$ cat src/rtl/btn_pkg.sv
// Shared types for the button event classifier: FSM state encoding and event codes.
// GAP only exists when BUTTON_EVENT_DOUBLE_CLICK_EN is defined.
package btn_pkg;

   typedef enum logic [1:0] {
      ST_IDLE     = 2'd0,
      ST_HELD     = 2'd1,
`ifdef BUTTON_EVENT_DOUBLE_CLICK_EN
      ST_GAP      = 2'd2,
`endif
      ST_WAIT_REL = 2'd3
   } state_t;

   localparam logic [2:0] EVT_NONE   = 3'd0;
   localparam logic [2:0] EVT_SHORT  = 3'd1;
   localparam logic [2:0] EVT_LONG   = 3'd2;
   localparam logic [2:0] EVT_DOUBLE = 3'd3;

   function automatic int max_int(input int a, input int b);
      return (a > b) ? a : b;
   endfunction

endpackage

$ cat src/rtl/evt_buf.sv
// One-entry event buffer with valid/ready hand-off and a sticky overflow flag.
// A new event is accepted when the buffer is empty or draining on the same edge.
module evt_buf
   import btn_pkg::*;
(
   input  logic       clk,
   input  logic       rst_n,
   input  logic       emit,
   input  logic [2:0] emit_code,
   input  logic       ready,
   input  logic       ovf_clr,
   output logic       valid,
   output logic [2:0] code,
   output logic       ovf
);

   logic take;
   logic drop;

   assign take = valid & ready;
   assign drop = emit & valid & ~ready;

   always_ff @(posedge clk or negedge rst_n) begin
      if (!rst_n) begin
         valid <= 1'b0;
         code  <= EVT_NONE;
         ovf   <= 1'b0;
      end else begin
         if (emit && !drop) begin
            valid <= 1'b1;
            code  <= emit_code;
         end else if (take) begin
            valid <= 1'b0;
            code  <= EVT_NONE;
         end
         // a drop on the same edge as a clear keeps the flag set
         if (drop)
            ovf <= 1'b1;
         else if (ovf_clr)
            ovf <= 1'b0;
      end
   end

endmodule

$ cat src/rtl/button_event.sv
// Classifies debounced button activity into SHORT / LONG / DOUBLE events.
// Double-click detection (GAP state) is built only with BUTTON_EVENT_DOUBLE_CLICK_EN.
//
// state       | meaning
// ------------+---------------------------------------------------------
// ST_IDLE     | button released, waiting for a press
// ST_HELD     | button down, timing towards LONG
// ST_GAP      | released after a short press, waiting for a second press
// ST_WAIT_REL | event already classified, waiting for release
module button_event
   import btn_pkg::*;
#(
   parameter int LONG_CYCLES = 50_000_000,
   parameter int GAP_CYCLES  = 12_500_000
) (
   input  logic       clk,
   input  logic       rst_n,
   input  logic       btn_db,
   output logic       evt_valid,
   output logic [2:0] evt_code,
   input  logic       evt_ready,
   output logic       evt_ovf,
   input  logic       ovf_clr
);

`ifdef BUTTON_EVENT_DOUBLE_CLICK_EN
   localparam int CNT_MAX = max_int(LONG_CYCLES, GAP_CYCLES);
`else
   localparam int CNT_MAX = LONG_CYCLES;
`endif
   localparam int               CNT_W   = $clog2(CNT_MAX) + 1;
   localparam logic [CNT_W-1:0] LONG_TC = CNT_W'(LONG_CYCLES - 1);
`ifdef BUTTON_EVENT_DOUBLE_CLICK_EN
   localparam logic [CNT_W-1:0] GAP_TC  = CNT_W'(GAP_CYCLES - 1);
`endif

   state_t           state, state_nxt;
   logic [CNT_W-1:0] cnt, cnt_nxt, cnt_inc;
   logic             btn_q;
   logic             rise, fall;
   logic             emit;
   logic [2:0]       emit_code;

   assign rise    = btn_db & ~btn_q;
   assign fall    = ~btn_db & btn_q;
   assign cnt_inc = (cnt == '1) ? cnt : cnt + CNT_W'(1);

   always_ff @(posedge clk or negedge rst_n) begin
      if (!rst_n) begin
         state <= ST_IDLE;
         cnt   <= '0;
         btn_q <= 1'b0;
      end else begin
         state <= state_nxt;
         cnt   <= cnt_nxt;
         btn_q <= btn_db;
      end
   end

   always_comb begin
      state_nxt = state;
      cnt_nxt   = cnt;
      emit      = 1'b0;
      emit_code = EVT_NONE;
      case (state)
         ST_IDLE: begin
            if (rise)
               state_nxt = ST_HELD;
         end
         ST_HELD: begin
            cnt_nxt = cnt_inc;
            if (btn_db && (cnt == LONG_TC)) begin
               emit      = 1'b1;
               emit_code = EVT_LONG;
               state_nxt = ST_WAIT_REL;
            end else if (fall) begin
`ifdef BUTTON_EVENT_DOUBLE_CLICK_EN
               state_nxt = ST_GAP;
`else
               emit      = 1'b1;
               emit_code = EVT_SHORT;
               state_nxt = ST_IDLE;
`endif
            end
         end
`ifdef BUTTON_EVENT_DOUBLE_CLICK_EN
         ST_GAP: begin
            cnt_nxt = cnt_inc;
            // a second press on the timeout cycle still counts as a double click
            if (rise) begin
               emit      = 1'b1;
               emit_code = EVT_DOUBLE;
               state_nxt = ST_WAIT_REL;
            end else if (cnt == GAP_TC) begin
               emit      = 1'b1;
               emit_code = EVT_SHORT;
               state_nxt = ST_IDLE;
            end
         end
`endif
         ST_WAIT_REL: begin
            if (fall)
               state_nxt = ST_IDLE;
         end
         default: state_nxt = ST_IDLE;
      endcase
      if (state_nxt != state)
         cnt_nxt = '0;
   end

   evt_buf u_evt_buf (
      .clk       (clk),
      .rst_n     (rst_n),
      .emit      (emit),
      .emit_code (emit_code),
      .ready     (evt_ready),
      .ovf_clr   (ovf_clr),
      .valid     (evt_valid),
      .code      (evt_code),
      .ovf       (evt_ovf)
   );

endmodule

$ cat config.mk
export PLATFORM = sky130hd
export DESIGN_NAME = button_event
export DESIGN_NICKNAME = d
export VERILOG_FILES = /design/src/rtl/btn_pkg.sv /design/src/rtl/evt_buf.sv /design/src/rtl/button_event.sv
export SDC_FILE = /design/constraint.sdc
export NUM_CORES = 1
export LEC_CHECK = 0
export BUFFER_PORTS_ARGS = -buffer_cell sky130_fd_sc_hd__clkbuf_2
export CORE_UTILIZATION = 50
export CTS_CLUSTER_DIAMETER = 40
export DETAILED_ROUTE_END_ITERATION = 7
export GPL_TIMING_DRIVEN = 0
export HOLD_SLACK_MARGIN = 0.15
export PLACE_DENSITY = 0.74
export SLEW_MARGIN = 0
export SYNTH_ARGS = -nofsm -noshare
export SYNTH_HDL_FRONTEND = slang
export SYNTH_HIERARCHICAL = 1
export SYNTH_SLANG_ARGS = --single-unit
export TNS_END_PERCENT = 5
$ cat constraint.sdc
create_clock -name clk -period 4.3 [get_ports clk]
set_input_delay 0.86 -clock clk [delete_from_list [all_inputs] [get_ports clk]]
set_output_delay 0.86 -clock clk [all_outputs]
set_load 0.01 [all_outputs]
# After elaboration in Yosys (flattened, before gate mapping)
# Cells that the tools add are included.
dict set report totals {
  reg_bits 35
  inputBits 5
  output_inout_bits 5
}
dict set report classes {
  addsub 1
  eq_ne 6
  mux 19
  bitwise 8
  reduce_logical 8
}
# operator n
set ops {}
lappend ops {{2-to-1 mux 27 bit} 3}
lappend ops {{adder 27 x 1 -> 27 bit (second input constant)} 1}
lappend ops {{== test 27 x 26 -> 1 bit (second input constant)} 1}
lappend ops {{== test 27 bit (second input constant)} 1}
lappend ops {{2-to-1 mux 2 bit} 5}
lappend ops {{2-to-1 mux 1 bit} 8}
lappend ops {{2-to-1 mux 3 bit} 2}
lappend ops {{case mux 2 bit (3 select lines)} 1}
lappend ops {{nonzero test 2 bit} 3}
lappend ops {{bitwise AND 1 bit} 5}
lappend ops {{inverter 1 bit} 3}
lappend ops {{== test 2 x 1 -> 1 bit (second input constant)} 1}
lappend ops {{== test 2 bit (second input constant)} 1}
lappend ops {{logical AND 1 bit} 2}
lappend ops {{zero test 2 bit} 1}
lappend ops {{!= test 2 x 1 -> 1 bit (second input constant)} 1}
lappend ops {{!= test 2 bit} 1}
lappend ops {{AND reduction 2 bit} 1}
lappend ops {{zero test 1 bit} 1}

# Longest topological paths before layout
# Gate-level depths: netlist of the first run.
dict set report depth {
  depth_word 10
  mapped_depth 8
  mapped_depth_nobuf 7
}

# By module
# The synthesis of the first run kept the hierarchy.
# mod instances cells_per_inst area_per_inst_um2 seq_area_each_um2
set modules_own_cells {}
lappend modules_own_cells {button_event 1 181 1676.6 750.7}
lappend modules_own_cells {evt_buf 1 23 242.7 125.1}

# Least setup slack after synthesis of the first run
# OpenSTA, ideal clock, no wires.
dict set report synth_timing {
  path_kind {in2reg}
  startpoint {input port btn_db}
  endpoint {register u_evt_buf.code[0]}
  setup_time_ns 0.138
  t_arrival_ns 2.490
  required_time_ns 4.162
  path_slack_ns 1.672
  path_stages 7
  path_buffers 1
  path_cell_list {nand4b_1 -> or4b_1 -> or4_4 -> o21ai_0 -> buf_6 -> mux2i_1 -> o221ai_1}
}
dict set report synth_via {
  elab_chain_len 10
  word_cells_on_any_way 15
  cone_classes {mux: 7; bitwise: 4; reduce/logical: 4}
}
# element line_no
set synth_lines {}
lappend synth_lines {{start, declared} button_event.sv:18} ;# input logic btn_db,
lappend synth_lines {{inverter 1 bit} button_event.sv:45} ;# assign fall = ~btn_db & btn_q;
lappend synth_lines {{bitwise AND 1 bit} button_event.sv:45}
lappend synth_lines {{2-to-1 mux 1 bit} button_event.sv:76} ;# end else if (fall) begin
lappend synth_lines {{2-to-1 mux 1 bit *} button_event.sv:72} ;# if (btn_db && (cnt == LONG_TC)) begin
lappend synth_lines {{2-to-1 mux 1 bit *} button_event.sv:65} ;# case (state)
lappend synth_lines {{net emit} button_event.sv:41} ;# logic emit;
lappend synth_lines {{bitwise AND 1 bit (2 in series)} evt_buf.sv:21} ;# assign drop = emit & valid & ~ready;
lappend synth_lines {{zero test 1 bit} evt_buf.sv:29} ;# if (emit && !drop) begin
lappend synth_lines {{logical AND 1 bit *} evt_buf.sv:29}
lappend synth_lines {{2-to-1 mux 3 bit / nonzero test 2 bit (equally long branches)} --}
lappend synth_lines {{end signal, assigned} evt_buf.sv:31} ;# code <= emit_code;
lappend synth_lines {{end, declared} evt_buf.sv:13} ;# output logic [2:0] code,
# Mark *: on every way through the listed nets, which the timed path passes. The rest lies on a longest branch.
# A chain may end at the register's enable or synchronous reset.

# Worst setup path after layout of the first run
dict set report layout_timing {
  startpoint {input port btn_db}
  endpoint {register u_evt_buf.code[2]}
}
# The elaborated chain is that of the path after synthesis.

==> results of run 1 <==
[state kept, by name (all words and copies together) (netlist names)]
| name | count |
|---|---|
| u_evt_buf/ovf | 1 |
| state | 2 |
| u_evt_buf/valid | 1 |
| cnt | 27 |
| u_evt_buf/code | 3 |
| btn_q | 1 |
[final cells by class]
| class | instances | share of cell area, % |
|---|---|---|
| clock inverters | 3 | 0.9456 |
| clock buffers | 5 | 3.251 |
| plain buffers | 4 | 1.418 |
| inverters | 13 | 2.305 |
| multi-input cells | 153 | 45.74 |
| repair buffers | 9 | 2.128 |
| flip-flops and latches | 35 | 41.37 |
| well taps | 48 | 2.837 |
[cells in the final DEF, fill, tap and decap left out, types with 2 or more instances in the layout]
cell type,Yosys,layout
or4_1,3,3
a2111oi_1,2,2
o21ai_0,12,12
and4_1,2,2
inv_1,13,13
and3_1,3,3
xnor2_1,8,8
mux2i_1,4,4
nand3_2,2,2
dfrtp_1,35,35
conb_1,1,2
a21oi_1,10,10
or3_1,9,9
a211oi_1,3,3
o221ai_1,3,3
xor2_1,5,5
or4_4,2,2
nor4_1,6,6
nor2_1,20,20
nand2_1,14,14
nand4_1,6,6
clkbuf_2,0,9
buf_4,2,2
nand2b_1,3,3
clkinvlp_4,0,2
o211ai_1,2,2
o31ai_1,2,2
clkbuf_8,0,5
a31oi_1,2,2
nor3_1,4,4
nand3_1,10,10
[layer usage]
layer | wire [um] | GRT usage (%) | vias to the layer above
met5 | 0 | 0 | -
met4 | 48 | 5.966 | 0
met3 | 185 | 5.536 | 5
met2 | 1863 | 34.57 | 31
met1 | 1853 | 27.75 | 745
li1 | - | - | 779
[power by group through the flow]
stage / sequential (mW) / combinational, mW / clock [mW]
floorplan: 0.368 / 0.0483 / 0
global placement: 0.367 / 0.0751 / 0
detailed placement: 0.368 / 0.0767 / 0
CTS: 0.362 / 0.0770 / 0.243
global route: 0.364 / 0.0866 / 0.258
finish: 0.362 / 0.0753 / 0.237
[how the worst max path moves through the flow]
stage	endpoint	slack, ns
after CTS	u_evt_buf/code[2]	1.63
after global routing	u_evt_buf/code[0]	1.50
after detailed placement	u_evt_buf/code[2]	1.32
final	u_evt_buf/code[2]	1.61
after global placement	u_evt_buf/code[0]	1.38
after floorplan	u_evt_buf/code[0]	1.67
[logic make-up after synthesis]
group | count (synthesis) | share of synthesized area (%)
compound gates | 43 | 15.32
xor+xnor | 13 | 5.932
fa+ha+maj | 1 | 0.6518
buf+inv | 17 | 4.107
flops | 35 | 45.63
mux | 4 | 2.086
other cells | 1 | 0.1954
simple gates | 90 | 26.08
[metrics by stage]
step | setup slack (ns) | total power [mW] | std cells
6_report | 1.613 | 0.6736 | 270
5_1_grt | 1.496 | 0.7086 | 270
4_1_cts | 1.632 | 0.6821 | 270
3_5_place_dp | 1.324 | 0.4450 | 262
3_3_place_gp | 1.376 | 0.4426 | 262
2_1_floorplan | 1.672 | 0.4162 | 205
==> reports/metrics.csv, run 1 <==
metric,value,unit
DR iter-0 viols,102,
filler cell count,306,
Synth async-reset ratio,100.0,%
Final Wtd Congestion,0.8202,
Slew @ Worst Pin,0.9666,ns
Worst Path Required,4.46,ns
commonest cells in the netlist,"dfrtp_1 (35), nor2_1 (20), nand2_1 (14)",
cell area after layout,2117,um2
CP Capture Type,register,
FF-to-FF End,u_evt_buf/code[2],
Hold Path Cell Cnt,1,
Max Buffers Root-to-Sink,2,
CP arrival,2.85,ns
Clk Tree Root Cell,clkbuf_8,
Worst Path Buf+Inv,2,
hold endpoint,state[0],
layout cells sized above 1,12.61,%
Routed Antenna Nets,0,
number of flops mapped to enable cells by yosys,0,
DR pass1 iterations,4,
multi-input gate area in the final layout,968.4,um2
final hold violations,0,
CP peak stage delay,0.58,ns
top-count cell post-synth,dfrtp_1,
Core Region,3661,um2
Setup CP Type,input pin to register,
row cnt,22,
worst r2r src,cnt[0],
DR WL/cell,14.64,um
vias in the first global route,1410,
CTS-repair resized insts,0,
dpl cell area,2028,um2
Worst Hold Class,register to register,
largest net degree at the start of global routing,36,
die height,63.96,um
die area,4090,um2
clock-pin slew on the worst setup and hold paths,0.07,ns
Seq pwr share,53.7,%
YS warnings,6,
crit path cell chain,clkbuf_2 > nand4b_1 > or4b_1 > or4_4 > o21ai_0 > buf_6 > mux2i_1 > o221ai_1,
Synth cell types,44,
hold_ws,0.4877,ns
clock network fraction of total power,35.2,%
WP depth,8,
post-CTS setup buffers,0,
switch share,27.75,%
nets,227,
Crit. Startpoint,btn_db,
RSZ-0062 raised after global routing,false,
Area contributors post-synth,"dfrtp_1 (46%), nor2_1 (3.9%), xnor2_1 (3.7%)",
CTS tree,built,
cell count after synthesis,204,
Num Clock Sinks,35,
global-route wire length before repair,6596,um
GRT Total Usage,21.22,%
Synth area leader,dfrtp_1,
final setup vio count,0,
synthesis-to-finish area growth,10.30,%
Netlist Area Pre-Place,1919,um2
period utilization,62.49,%
Seq cells post-synth,35,
Util after Layout,57.83,%
Top Ports,10,
initial antenna violation count,0,
clock buffers created by TritonCTS,5,
LEAKAGE,0.8437,nW
CTS HTree Levels,2,
maximum VDD drop,0.2248,mV
relative slew slack,34.97,%
Skew-Pair Late Insertion Delay,0.29,ns
hold path start,btn_q,
Synth top area share,45.63,%
"delay-heaviest family, CP",simple AND/OR/NAND/NOR gates,
final wirelength,3952,um
aggregate global routing overflow,0,
combinational power share,11.2,%
Critical-path top delay cell,or4_4,
Via density,5.778,
fmax,0.3721,GHz
total negative slack,0,ns
Antenna Cells,0,
clk_skew,0.01220,ns
Setup crit start kind,input pin,
Max Fanout on Critical Path,7,
total of max-cap violations,0,
Via Count,1560,
r2r worst-path depth,8,
Avg Inst Size Synth,9.409,um2
register area,875.8,um2
IO Port Bufs,9,
power density over the cells,318.2,nW/um2
Int Pwr,486.7,uW
P_sw,186.9,uW
hold buffers post-CTS,0,
initial core utilization,52.43,%
"setup slack, reg-to-reg",1.71,ns
run status,finished clean,
post-synthesis sequential area ratio,45.63,%
ys flop type,dfrtp_1,
dpl hpwl,2756,um
chip width,63.96,um
DRC,0,
Tmin final,2.687,ns
"Slew Viols, Final",0,
Note: power is estimated with default switching activity, not from simulation.
==> run 2: changes to the inputs <==
--- a/config.mk
+++ b/config.mk
@@ -5,6 +5,7 @@
 export SDC_FILE = /design/constraint.sdc
 export NUM_CORES = 1
 export LEC_CHECK = 0
+export ABC_AREA = 1
 export BUFFER_PORTS_ARGS = -buffer_cell sky130_fd_sc_hd__clkbuf_2
 export CORE_UTILIZATION = 50
 export CTS_CLUSTER_DIAMETER = 40
==> constraint.sdc (replaced) <==
create_clock -name clk -period 2.7 [get_ports clk]
set_input_delay 0.54 -clock clk [delete_from_list [all_inputs] [get_ports clk]]
set_output_delay 0.54 -clock clk [all_outputs]
set_load 0.01 [all_outputs]
==> run 2 against run 1 <==
Effect of this change: setup slack worse by 1.1 ns; worst hold slack worse by 0.13 ns; sequential share of layout area is 9.2 points lower; core utilization is 0.24 points lower; sequential power is 56% higher; count of clock-buffer cells in the layout stayed put; combinational power grew to 2.6 times the previous value; via count is 45% higher; first-iteration DRC count is 27% higher; global-route usage is 3.3 points higher; cell count is 67% higher; clock skew hardly changed; critical endpoint is now cnt[10]; largest cell class unchanged; largest power group is now the clock network.
==> reports/metrics.csv, run 2 <==
metric,value,unit
Top Ports,10,
CTS HTree Levels,2,
row cnt,25,
DRC,0,
final hold violations,0,
Clk Tree Root Cell,clkbuf_8,
Top Registers,"cnt: 27 flops, u_evt_buf/code: 3 flops, state: 2 flops",
die height,72.07,um
CP Capture Type,register,
overall power,1.344,mW
Max Fanout on Critical Path,10,
fmax,0.4598,GHz
Slew @ Worst Pin,0.8964,ns
hold buffers post-CTS,0,
Via Count,2259,
Netlist Area Pre-Place,2455,um2
filler cell count,471,
"worst slack, placed",0.5570,ns
largest net degree at the start of global routing,36,
Antenna Cells,0,
Setup CP Type,register to register,
clk_skew,0.01171,ns
total of max-cap violations,0,
YS warnings,6,
cell area after layout,2720,um2
final setup vio count,0,
Setup crit start kind,register,
nets,389,
relative slew slack,40.24,%
initial antenna violation count,0,
Largest Register,cnt,
Final Wtd Congestion,0.9050,
Seq cells post-synth,35,
DR WL/cell,12.39,um
post-synth net total,373,
GRT Total Usage,24.57,%
vias in the first global route,2109,
Core Region,4723,um2
Worst Hold Class,input pin to asynchronous set/reset pin,
CTS-repair resized insts,0,
clock buffers created by TritonCTS,5,
ys flop type,dfrtp_1,
RSZ-0062 raised after global routing,false,
synthesis-to-finish area growth,10.81,%
dpl hpwl,4110,um
Synth cell types,28,
CP arrival,2.36,ns
"commonest non-fill, non-tap cell in the layout",nand2_1,
global-route wire length before repair,9846,um
IO Port Bufs,9,
Via density,5.009,
cell count after synthesis,367,
most frequent cells in the layout,"nand2_1 (136), nor2_1 (58), nand3_1 (50)",
Max Buffers Root-to-Sink,2,
die area,5194,um2
commonest cells in the netlist,"nand2_1 (136), nor2_1 (58), nand3_1 (50)",
final wirelength,5589,um
Synth top area share,35.68,%
period utilization,80.56,%
post-synthesis sequential area ratio,35.68,%
total negative slack,0,ns
maximum VDD drop,0.3064,mV
power density over the cells,494.0,nW/um2
CTS tree,built,
initial core utilization,51.97,%
Avg Inst Size Synth,6.689,um2
aggregate global routing overflow,0,
Num Clock Sinks,35,
dpl cell area,2584,um2
Synth async-reset ratio,100.0,%
max reg flops,27,
chip width,72.07,um
post-CTS setup buffers,0,
Routed Antenna Nets,0,
top-count cell post-synth,nand2_1,
"Slew Viols, Final",0,
Skew-Pair Late Insertion Delay,0.30,ns
Worst Path Required,2.88,ns
LEAKAGE,1.357,nW
clock-pin slew on the worst setup and hold paths,0.08,ns
number of flops mapped to enable cells by yosys,0,
Tmin final,2.175,ns
DR iter-0 viols,130,
layout cells sized above 1,11.46,%
Area contributors post-synth,"dfrtp_1 (36%), nand2_1 (21%), nand3_1 (10%)",
run status,finished clean,
DR pass1 iterations,4,
final worst setup slack,0.5250,ns
Synth area leader,dfrtp_1,
[run 2: cell count changes after synthesis, sizes merged, moves of 7 or more]
cell   before  now
a21oi      11    0
inv        13   35
nand2      15  142
nand3      12   56
nor2       20   63
o21ai      12    5
or3         9    0
xor2        5   12
[run 2: cells by family (layout without fill, tap and decap cells)]
| family | Yosys count | count (layout) | synth area share, % |
|---|---|---|---|
| AND/OR/NAND/NOR | 266 | 266 | 48.16 |
| buffers and inverters | 43 | 60 | 8.715 |
| flip-flops | 35 | 35 | 35.68 |
| XOR/XNOR | 14 | 14 | 4.995 |
| AO/OA/AOI/OAI | 7 | 7 | 1.784 |
| adder cells (fa/ha/maj) | 1 | 1 | 0.5096 |
| other | 1 | 1 | 0.1528 |
[run 2: cell type report]
class                      count  area (um2)  share of cell area, %
clock inverter                 3       67.56                  2.484
inverter                      35       131.4                  4.830
timing repair buffer           9       45.04                  1.656
clock buffer                   5       68.82                  2.530
buffer                         8       82.58                  3.036
multi-input combinational    289        1365                  50.18
sequential                    35       875.8                  32.20
tap                           67       83.83                  3.082
[run 2: layer usage]
layer  global-route usage, %  up-vias  part of all wire [%]
li1                        -     1177                     -
met5                       0        -                     0
met3                   3.889       10                   4.3
met1                   33.39     1034                    48
met4                   8.497        0                   1.4
met2                   39.88       38                    46
[run 2: where the power goes]
| part | internal [mW] | switching (mW) |
|---|---|---|
| Clock | 0.368 | 0.211 |
| Combinational | 0.0632 | 0.135 |
| Sequential | 0.544 | 0.0218 |
| Total | 0.976 | 0.368 |
[run 2: final timing paths]
| kind | start | to | slack [ns] | depth (start not counted) |
|---|---|---|---|---|
| worst max-delay path | cnt[0] | cnt[10] | 0.52 | 10 |
| worst min-delay path | rst_n | u_evt_buf/valid | 0.36 | 1 |
| worst max register to register | cnt[0] | cnt[10] | 0.52 | 10 |
| worst min register to register | u_evt_buf/code[2] | u_evt_buf/code[2] | 0.50 | 2 |
| max in group asynchronous | rst_n | cnt[2] | 1.78 | 1 |
| min in group clk | btn_db | btn_q | 0.38 | 1 |
[run 2: per-stage QoR]
step | utilization (%) | hold WS, ns | cells
6_report | 57.59 | 0.3584 | 451
3_5_place_dp | 54.70 | 0.4887 | 443
2_1_floorplan | - | 0.2444 | 367
3_3_place_gp | 54.70 | 0.4761 | 443
4_1_cts | 57.59 | 0.3662 | 451
5_1_grt | 57.59 | 0.3804 | 451
[run 2: critical path, cell delays in order, from the launching register on]
cell	delay (ns)
dfrtp_1	0.46
ha_1	0.32
inv_2	0.14
nor2_8	0.07
nand2_1	0.08
nor2_2	0.05
a21boi_2	0.40
nand2_4	0.18
buf_2	0.23
nand2_1	0.07
nand2_1	0.05
